**src/rtl/connect4_pkg.sv**
```systemverilog
// Shared types for the connect-4 game controller: FSM states, the BCD digit
// width and a two-digit BCD pair with a binary-to-BCD helper.
package connect4_pkg;

  localparam int BCD_W = 4;

  typedef enum logic [1:0] {
    IDLE    = 2'd0,
    RUN     = 2'd1,
    EXPIRED = 2'd2
  } state_e;

  typedef struct packed {
    logic [BCD_W-1:0] tens;
    logic [BCD_W-1:0] ones;
  } bcd2_t;

  // Valid for 0..99; used only on elaboration-time constants.
  function automatic bcd2_t to_bcd2(input int value);
    bcd2_t r;
    r.tens = BCD_W'(value / 10);
    r.ones = BCD_W'(value % 10);
    return r;
  endfunction

endpackage

```
**src/rtl/bcd_down_counter2.sv**
```systemverilog
// Two-digit BCD register with synchronous load and a saturating decrement
// (the value never wraps below 00).
module bcd_down_counter2
  import connect4_pkg::*;
#(
  parameter bcd2_t RESET_VAL = '0
) (
  input  logic             clock,
  input  logic             resetn,
  input  logic             load_i,
  input  bcd2_t            load_val_i,
  input  logic             dec_i,
  output logic [BCD_W-1:0] tens_o,
  output logic [BCD_W-1:0] ones_o,
  output logic             zero_o
);

  bcd2_t cnt_q, cnt_d;

  // NOTE: cnt_d takes its hold value first so every path assigns it and no latch is inferred.
  always_comb begin
    cnt_d = cnt_q;
    if (load_i) begin
      cnt_d = load_val_i;
    end else if (dec_i && !zero_o) begin
      if (cnt_q.ones == '0) begin
        cnt_d.ones = BCD_W'(9);
        cnt_d.tens = cnt_q.tens - 1'b1;
      end else begin
        cnt_d.ones = cnt_q.ones - 1'b1;
      end
    end
  end

  // NOTE: state registers use non-blocking assignments so all flops update together at the edge.
  always_ff @(posedge clock or negedge resetn) begin
    if (!resetn) cnt_q <= RESET_VAL;
    else         cnt_q <= cnt_d;
  end

  assign zero_o = (cnt_q == '0);
  assign tens_o = cnt_q.tens;
  assign ones_o = cnt_q.ones;

endmodule

```
**src/rtl/turn_timer.sv**
```systemverilog
// Per-turn countdown timer: a one-second prescaler drives a two-digit BCD
// down counter; the turn ends on move_done (IDLE) or on reaching 00 (EXPIRED).
module turn_timer
  import connect4_pkg::*;
#(
  parameter int TICKS_PER_SEC = 50000000,
  parameter int TURN_SECONDS  = 30
) (
  input  logic             clock,
  input  logic             resetn,
  input  logic             start,
  input  logic             pause,
  input  logic             move_done,
  output logic [BCD_W-1:0] tens,
  output logic [BCD_W-1:0] ones,
  output logic             running,
  output logic             expired,
  output logic             timeout
);

  localparam int            PW         = $clog2(TICKS_PER_SEC);
  localparam logic [PW-1:0] PRESC_LAST = PW'(TICKS_PER_SEC - 1);
  localparam bcd2_t         TURN_BCD   = to_bcd2(TURN_SECONDS);

  state_e        state_q, state_d;
  logic [PW-1:0] presc_q, presc_d;
  logic          timeout_q, timeout_d;
  logic          cnt_load, cnt_dec, cnt_zero;
  logic          last_second;

  bcd_down_counter2 #(
    .RESET_VAL (TURN_BCD)
  ) u_digits (
    .clock      (clock),
    .resetn     (resetn),
    .load_i     (cnt_load),
    .load_val_i (TURN_BCD),
    .dec_i      (cnt_dec),
    .tens_o     (tens),
    .ones_o     (ones),
    .zero_o     (cnt_zero)
  );

  assign last_second = (tens == '0) && (ones == BCD_W'(1));

  always_ff @(posedge clock or negedge resetn) begin
    if (!resetn) begin
      state_q   <= IDLE;
      presc_q   <= '0;
      timeout_q <= 1'b0;
    end else begin
      state_q   <= state_d;
      presc_q   <= presc_d;
      timeout_q <= timeout_d;
    end
  end

  // start overrides everything; move_done beats a coincident second tick.
  always_comb begin
    state_d  = state_q;
    presc_d  = presc_q;
    cnt_load = 1'b0;
    cnt_dec  = 1'b0;
    if (start) begin
      state_d  = RUN;
      presc_d  = '0;
      cnt_load = 1'b1;
    end else begin
      case (state_q)
        RUN: begin
          if (move_done) begin
            state_d = IDLE;
          end else if (!pause) begin
            if (presc_q == PRESC_LAST) begin
              presc_d = '0;
              cnt_dec = !cnt_zero;
              if (last_second) state_d = EXPIRED;
            end else begin
              presc_d = presc_q + 1'b1;
            end
          end
        end
        IDLE, EXPIRED: state_d = state_q;
        default:       state_d = IDLE;
      endcase
    end
  end

  // timeout is registered so it rises on the same edge that enters EXPIRED.
  always_comb begin
    running   = (state_q == RUN);
    expired   = (state_q == EXPIRED);
    timeout   = timeout_q;
    timeout_d = (state_d == EXPIRED) && (state_q != EXPIRED);
  end

endmodule

```
**config.mk**
```make
export PLATFORM = sky130hd
export DESIGN_NAME = turn_timer
export DESIGN_NICKNAME = d
export VERILOG_FILES = /design/src/rtl/connect4_pkg.sv /design/src/rtl/bcd_down_counter2.sv /design/src/rtl/turn_timer.sv
export SDC_FILE = /design/constraint.sdc
export NUM_CORES = 1
export LEC_CHECK = 0
export CORE_ASPECT_RATIO = 1.4
export CORE_MARGIN = 8
export CORE_UTILIZATION = 25
export DETAILED_ROUTE_END_ITERATION = 10
export HOLD_SLACK_MARGIN = 0.12
export PLACE_DENSITY = 0.49
export SLEW_MARGIN = 20
export SYNTH_ARGS = -nofsm -noshare
export SYNTH_HDL_FRONTEND = slang
export SYNTH_SLANG_ARGS = --single-unit
```
**constraint.sdc**
```tcl
create_clock -name clock -period 2.04 [get_ports clock]
set_input_delay 0.306 -clock clock [delete_from_list [all_inputs] [get_ports clock]]
set_output_delay 0.306 -clock clock [all_outputs]
set_load 0.05 [all_outputs]
```
==> summary.txt, run 1 <==
Clock tree
  • Clock-pin slew on the worst setup and hold paths: approximately 0.06 ns
  • Clock Latency Late Sink: 0.28 ns
  • Deepest clock path buffer count: 2
  • H-tree depth: 2
  • Sink Count: 37
  • CTS tree: done
  • Root buf cell: clkbuf_16
  • Number of buffers created by CTS: 5

STA
  • RSZ-0062 raised after global routing: yes
  • Setup violators final: 0
  • Final Cycle Share: 96.34%
  • Relative slew slack: between 60% and 70%
  • Hold Slack: 0.4645 ns
  • Hold Fails Final Rpt: 0
  • Clock skew: 0.005286 ns
  • Fmax: 508.8 MHz
  • Min Tclk post-route: 1.965 ns
  • Setup TNS: 0 ns
  • Slew @ Worst Pin: 0.5936 ns
  • Slew Limit Fails: 0
  • PnR worst setup slack: 0.07464 ns

Hold path
  • HP Start: move_done
  • Hold WC Path Type: input pin to register
  • Hold path depth: 4

Die
  • DIE WIDTH: 96.93 um
  • Rows: 41
  • Initial Util: 25.53%
  • Die height: 129.3 um
  • Ports: 16
  • Core Area: 8977 um^2
  • DIE AREA: between 10000 and 15000 um^2

Detailed routing
  • Final ANT Viol Nets: 0
  • Drt pass-1 iters: 4
  • DRC: 0
  • Wirelength, routed: 6683 um
  • Routed vias: 2206
  • DRT iter0 DRCs: 100
  • Drt wl/cell: 15.84 um
  • Via density: around 5.2

Setup path
  • Cell family with most CP delay: simple AND/OR/NAND/NOR gates
  • Required time worst endpoint: 2.25 ns
  • WP buf/inv: 0
  • CP max stage delay: 0.61 ns
  • CP startpoint: state_q[1]
  • Worst Path Max Fanout: 6
  • Data arrival, critical path: 2.18 ns
  • Critical path type: register to register
  • Crit path depth: 5
  • CP max stage cell: or4b_4
  • Worst-path cell chain: or4b_4 -> a21oi_4 -> o211ai_4 -> or4_4 -> a21oi_2
  • CP Capture Type: register
  • R2R depth: 5
  • Worst r2r src: state_q[1]
  • Worst setup SP type: register

Finish
  • Fillers: 907
  • Share of post-route cells with drive strength above 1: 31.43%
  • Highest-count cells in the layout ignoring fill and taps: 49 x buf_4, 30 x dfrtp_1, 25 x a21oi_1, 18 x nor2_1, 16 x nand2_1
  • Diodes inserted: 0
  • Final Cell Area: 3174 um^2
  • Most common cell after layout, fill and taps aside: buf_4
  • Final #Nets: approximately 320
  • Synth-to-layout area growth: 38.48%

Yosys
  • Post-synth top area share: a little under two fifths
  • Mean Syn Cell Area: 9.060 um^2
  • Cell count after synthesis: approximately 250
  • EDFF count, synth: 0
  • Register area share after synthesis: 40.50%
  • Synth unique cells: 53
  • Flops & latches, synth: 37
  • Asr flop ratio synth: 100.0%
  • Synthesized area: 2292 um^2
  • Synth warn: 0
  • Synthesized net count: between 200 and 300
  • Synth top area cells: dfrtp_1 38%, a21oi_1 6.3%, o21ai_0 3.7%, nor2_1 2.9%, or4_1 2.9%
  • Largest area contributor in the netlist: dfrtp_1
  • Synth Flop Type: dfrtp_1

Global route
  • First-pass GRT wire length: 11160 um
  • Initial antenna violation count: 0
  • Vias in the first global route: 2159
  • Grt ovf: 0
  • Gr usage total: between 10 and 15%
  • Pin count of the biggest net entering global routing: 24

Power
  • VDD IR max: 0.4458 mV
  • PD cells: 516.9 nW/um^2
  • Leak: 1.299 nW

Place
  • DP HPWL: 4812 um
  • Placer congestion estimate: about 0.83
  • Port Buffer Count: 15
  • Placed Instance Area: slightly below 3000 um^2
  • Pre-CTS setup slack: -0.3530 ns

Job
  • Max-cap violations: 0

Outcome
  • Status: completed
-- worst register-to-register path, cell delays in order, from the launching register on --
cell and delay (ns):
dfrtp_1 0.38, or4b_4 0.61, a21oi_4 0.18, o211ai_4 0.11, or4_4 0.49, a21oi_2 0.12
-- layer usage --
metal  GRT usage [%]  vias to the layer above  share of wire, %
met4           7.539                        0               5.6
li1                -                     1075                 -
met1           12.49                     1051                42
met5               0                        -                 0
met2           18.17                       55                49
met3           2.023                       25               3.4
-- power breakdown --
group / internal, mW / total [mW] / leakage, nW / switching [mW]
registers: 0.738 / 0.740 / 0.498 / 0.00232
logic: 0.0493 / 0.122 / 0.729 / 0.0732
clock network: 0.487 / 0.778 / 0.0712 / 0.291
total: 1.27 / 1.64 / 1.30 / 0.366
-- flip-flops by register name (all words and copies together) (netlist names) --
register and count:
presc_q 26, u_digits.tens_o 4, state_q 2, u_digits.ones_o 4, timeout 1
-- stage by stage --
stage	std cells	power, mW	util [%]
2_1_floorplan	253	0.8010	-
5_1_grt	422	1.717	35.36
6_report	422	1.641	35.36
3_3_place_gp	411	0.8692	32.45
4_1_cts	420	1.673	34.24
3_5_place_dp	411	0.8692	32.45
-- timing repair --
action,CTS,global route
gates resized for setup,3,27
endpoints found under the setup margin,10,23
hold buffers,1,0
hold endpoints to repair,22,0
pin swaps,0,7
buffers inserted,0,1
cloned,0,1
-- cell usage after synthesis, types with 2 or more instances --
master    count
or3_1         9
mux2i_1       2
clkbuf_1     10
dfrtp_1      35
nor2_1       18
nor4_2        2
a32oi_1       2
a311oi_1      2
nor2b_1       2
buf_2         2
and4_1        4
a21oi_1      29
nor4_1        2
a31oi_1       3
and3_1        5
o21bai_1      2
nor4_4        3
nand3b_1      3
nor3b_1       4
dfstp_2       2
o21ai_0      17
nand4_1       6
nand4b_1      4
nand3_1       8
or2_2         2
or4_1         9
nand2_1      17
a22oi_1       4
inv_1         7
ha_1          5
nand2b_1      7
xor2_1        4
o31ai_1       2
-- path summary, 6_finish.rpt --
kind / end / slack (ns)
hold / removal: state_q[0] / 0.46
setup / recovery: u_digits.tens_o[3] / 0.07
min in group asynchronous: u_digits.ones_o[2] / 0.56
hold reg to reg: u_digits.ones_o[1] / 0.52
setup reg to reg: u_digits.tens_o[3] / 0.07
max in group asynchronous: u_digits.tens_o[0] / 0.91
-- cell families after synthesis --
family,Yosys count,share of synthesized area (%)
multiplexers,2,0.8734
XOR/XNOR,5,1.910
AND/OR/NAND/NOR,113,31.77
buffers and inverters,20,3.385
AO/OA/AOI/OAI,71,18.83
flip-flops,37,40.50
adder cells (fa/ha/maj),5,2.729
-- area by class of cell --
cell class | count | area [um^2] | share of cell area, %
Multi-Input combinational cell | 197 | 1381 | 43.52
Clock buffer | 8 | 146.4 | 4.612
Tap cell | 107 | 133.9 | 4.218
Inverter | 7 | 26.28 | 0.8278
Timing Repair Buffer | 66 | 551.8 | 17.38
Sequential cell | 37 | 934.6 | 29.44
(Power assumes the default switching activity.)
==> inputs of run 2 (changes only) <==
- CORE_UTILIZATION: 25 -> 45
- CTS_BUF_LIST: not set -> sky130_fd_sc_hd__clkbuf_8 sky130_fd_sc_hd__clkbuf_16
- CTS_CLUSTER_SIZE: not set -> 20
- PLACE_DENSITY: 0.49 -> 0.73
==> run 2 against run 1 <==
  * Clock skew rose by 0.0021 ns
  * Total power fell by 16%
  * Largest cell class unchanged
  * Sequential cell count did not move
  * Sequential power barely moved
  * Count of clock-buffer cells in the layout fell by 2
  * Wire length fell by 7.0%
  * Critical path type is now register to output port
  * Largest power group is now registers
  * Die area fell by 39%
  * Via count fell by 0.41%
==> summary.txt, run 2 (synthesis gave the netlist of run 1 again) <==
Detailed routing
  • Final ANT Viol Nets: 0
  • DRC: 0
  • Met2 WL: roughly 3400 um
  • Top sig layer: met4
  • Metal-1 WL: about 2500 um
  • WL met3: ~280 um
  • Wirelength, routed: 6215 um
  • Drt pass-1 iters: 4
  • Routed vias: 2197
  • DRT iter0 DRCs: 148
  • Via density: around 5.9
  • Drt wl/cell: 16.80 um

Setup path
  • CP Capture Type: output port
  • Reg2Reg Setup Slack: 0.07 ns
  • Data arrival, critical path: 1.67 ns
  • CP max stage cell: clkdlybuf4s50_1
  • CP max stage delay: 0.81 ns
  • Worst-path cell chain: clkdlybuf4s50_1
  • WP buf/inv: 1
  • Worst Path Max Fanout: 4
  • Worst setup SP type: register
  • Critical path type: register to output port
  • Cell family with most CP delay: buffers and inverters
  • Required time worst endpoint: 1.73 ns

Die
  • DIE WIDTH: around 76 um
  • Core Area: roughly 4900 um^2
  • Ports: 16
  • Die height: roughly 100 um
  • DIE AREA: 7666 um^2
  • Rows: 30
  • Initial Util: 46.97%

Finish
  • Most common cell after layout, fill and taps aside: buf_4
  • Highest-count cells in the layout ignoring fill and taps: 44 x buf_4, 33 x dfrtp_1, 27 x a21oi_1, 18 x nor2_1, 17 x o21ai_0
  • Util after Layout: 60.77%
  • Fillers: 420
  • Synth-to-layout area growth: 29.37%
  • Max reg flops: 26
  • Share of post-route cells with drive strength above 1: between 20% and 30%
  • Diodes inserted: 0
  • Multi-input logic area: 1356 um^2
  • Final #Nets: 316
  • FF+latch area: 930.9 um^2
  • Final Non-Filler Cells: 370
  • Final Cell Area: 2965 um^2
  • Reg with most FFs: presc_q

Power
  • Leak: 1.224 nW
  • Total power: 1.386 mW
  • PD cells: 467.3 nW/um^2
  • VDD IR max: 0.2849 mV

Clock tree
  • Deepest clock path buffer count: 2
  • Clock Latency Late Sink: around 0.3 ns
  • CTS tree: done
  • Sink Count: 37
  • Number of buffers created by CTS: 5
  • Root buf cell: clkbuf_8
  • Clock-pin slew on the worst setup and hold paths: 0.08 ns
  • H-tree depth: 2

Outcome
  • Status: completed

STA
  • Slew @ Worst Pin: 0.5193 ns
  • Min Tclk post-route: between 1.5 and 2 ns
  • Setup TNS: 0 ns
  • Hold Fails Final Rpt: 0
  • Slew Limit Fails: 0
  • Hold Slack: 0.5165 ns
  • Fmax: about 510 MHz
  • Clock skew: roughly 0.0074 ns
  • Setup violators final: 0
  • Final Cycle Share: 97.04%
  • PnR worst setup slack: 0.06040 ns
  • Relative slew slack: 65.06%

Place
  • Dpl cells: 361
  • Placed Instance Area: 2809 um^2
  • DP HPWL: 4437 um
  • Pre-CTS setup slack: -0.3158 ns
  • Placer congestion estimate: just over 0.9
  • Port Buffer Count: 15

Global route
  • Pin count of the biggest net entering global routing: 29
  • First-pass GRT wire length: 10490 um
  • Gr usage total: about 17%
  • Vias in the first global route: 2248
  • Initial antenna violation count: 0
  • Grt ovf: 0

Hold path
  • Hold WC Path Type: input pin to async pin

Job
  • Max-cap violations: 0
run 2: cell types whose count changed in the layout (fill, tap and decap cells not counted), moves of 3 or more:
cell	delta
clkbuf_16	-5
dfrtp_1	+3
clkdlybuf4s50_1	+3
buf_4	-5
dfrtp_2	-3
o21ai_0	+3
clkbuf_8	+5
buf_6	-3
run 2: final cells by class:
type	count	share of cell area [%]
Clock inverter	1	0.1266
Sequential cell	37	31.39
Multi-Input combinational cell	196	45.74
Clock buffer	6	2.785
Inverter	7	0.8861
Timing Repair Buffer	59	16.37
Tap cell	64	2.700
run 2: worst paths after layout:
path / from / end / depth (start not counted)
min in group clock: u_digits.tens_o[0] / u_digits.tens_o[0] / 2
min reg2reg: u_digits.tens_o[0] / u_digits.tens_o[0] / 2
max in group asynchronous: resetn / presc_q[6] / 3
min: resetn / u_digits.tens_o[3] / 2
max reg2reg: presc_q[20] / presc_q[7] / 6
max: u_digits.tens_o[0] / tens[0] / 1
run 2: routing by layer:
metal  GRT usage [%]  up-vias
li1                -     1055
met1           18.80     1062
met2           30.36       69
met3           2.952       11
met4           7.281        0
met5               0        -
run 2: power by group:
group	internal (mW)	total [mW]	switching [mW]	leakage, nW
Clock	0.263	0.532	0.269	0.0485
Combinational	0.0450	0.114	0.0691	0.673
Sequential	0.737	0.740	0.00282	0.503
run 2: worst reg2reg max path: cells and delay by family, from the launching register on:
family	cells	cell delay [ns]
buf+inv	1	0.17
flops	1	0.39
compound gates	2	0.35
simple gates	3	0.97
run 2: repair_timing:
action                                 4_1_cts  5_1_grt
hold buffers                                 1        0
resized for setup                            2       12
endpoints found under the hold margin       16        0
buffers inserted                             0        1
pin swaps                                    0        1
setup endpoints to repair                    2       18
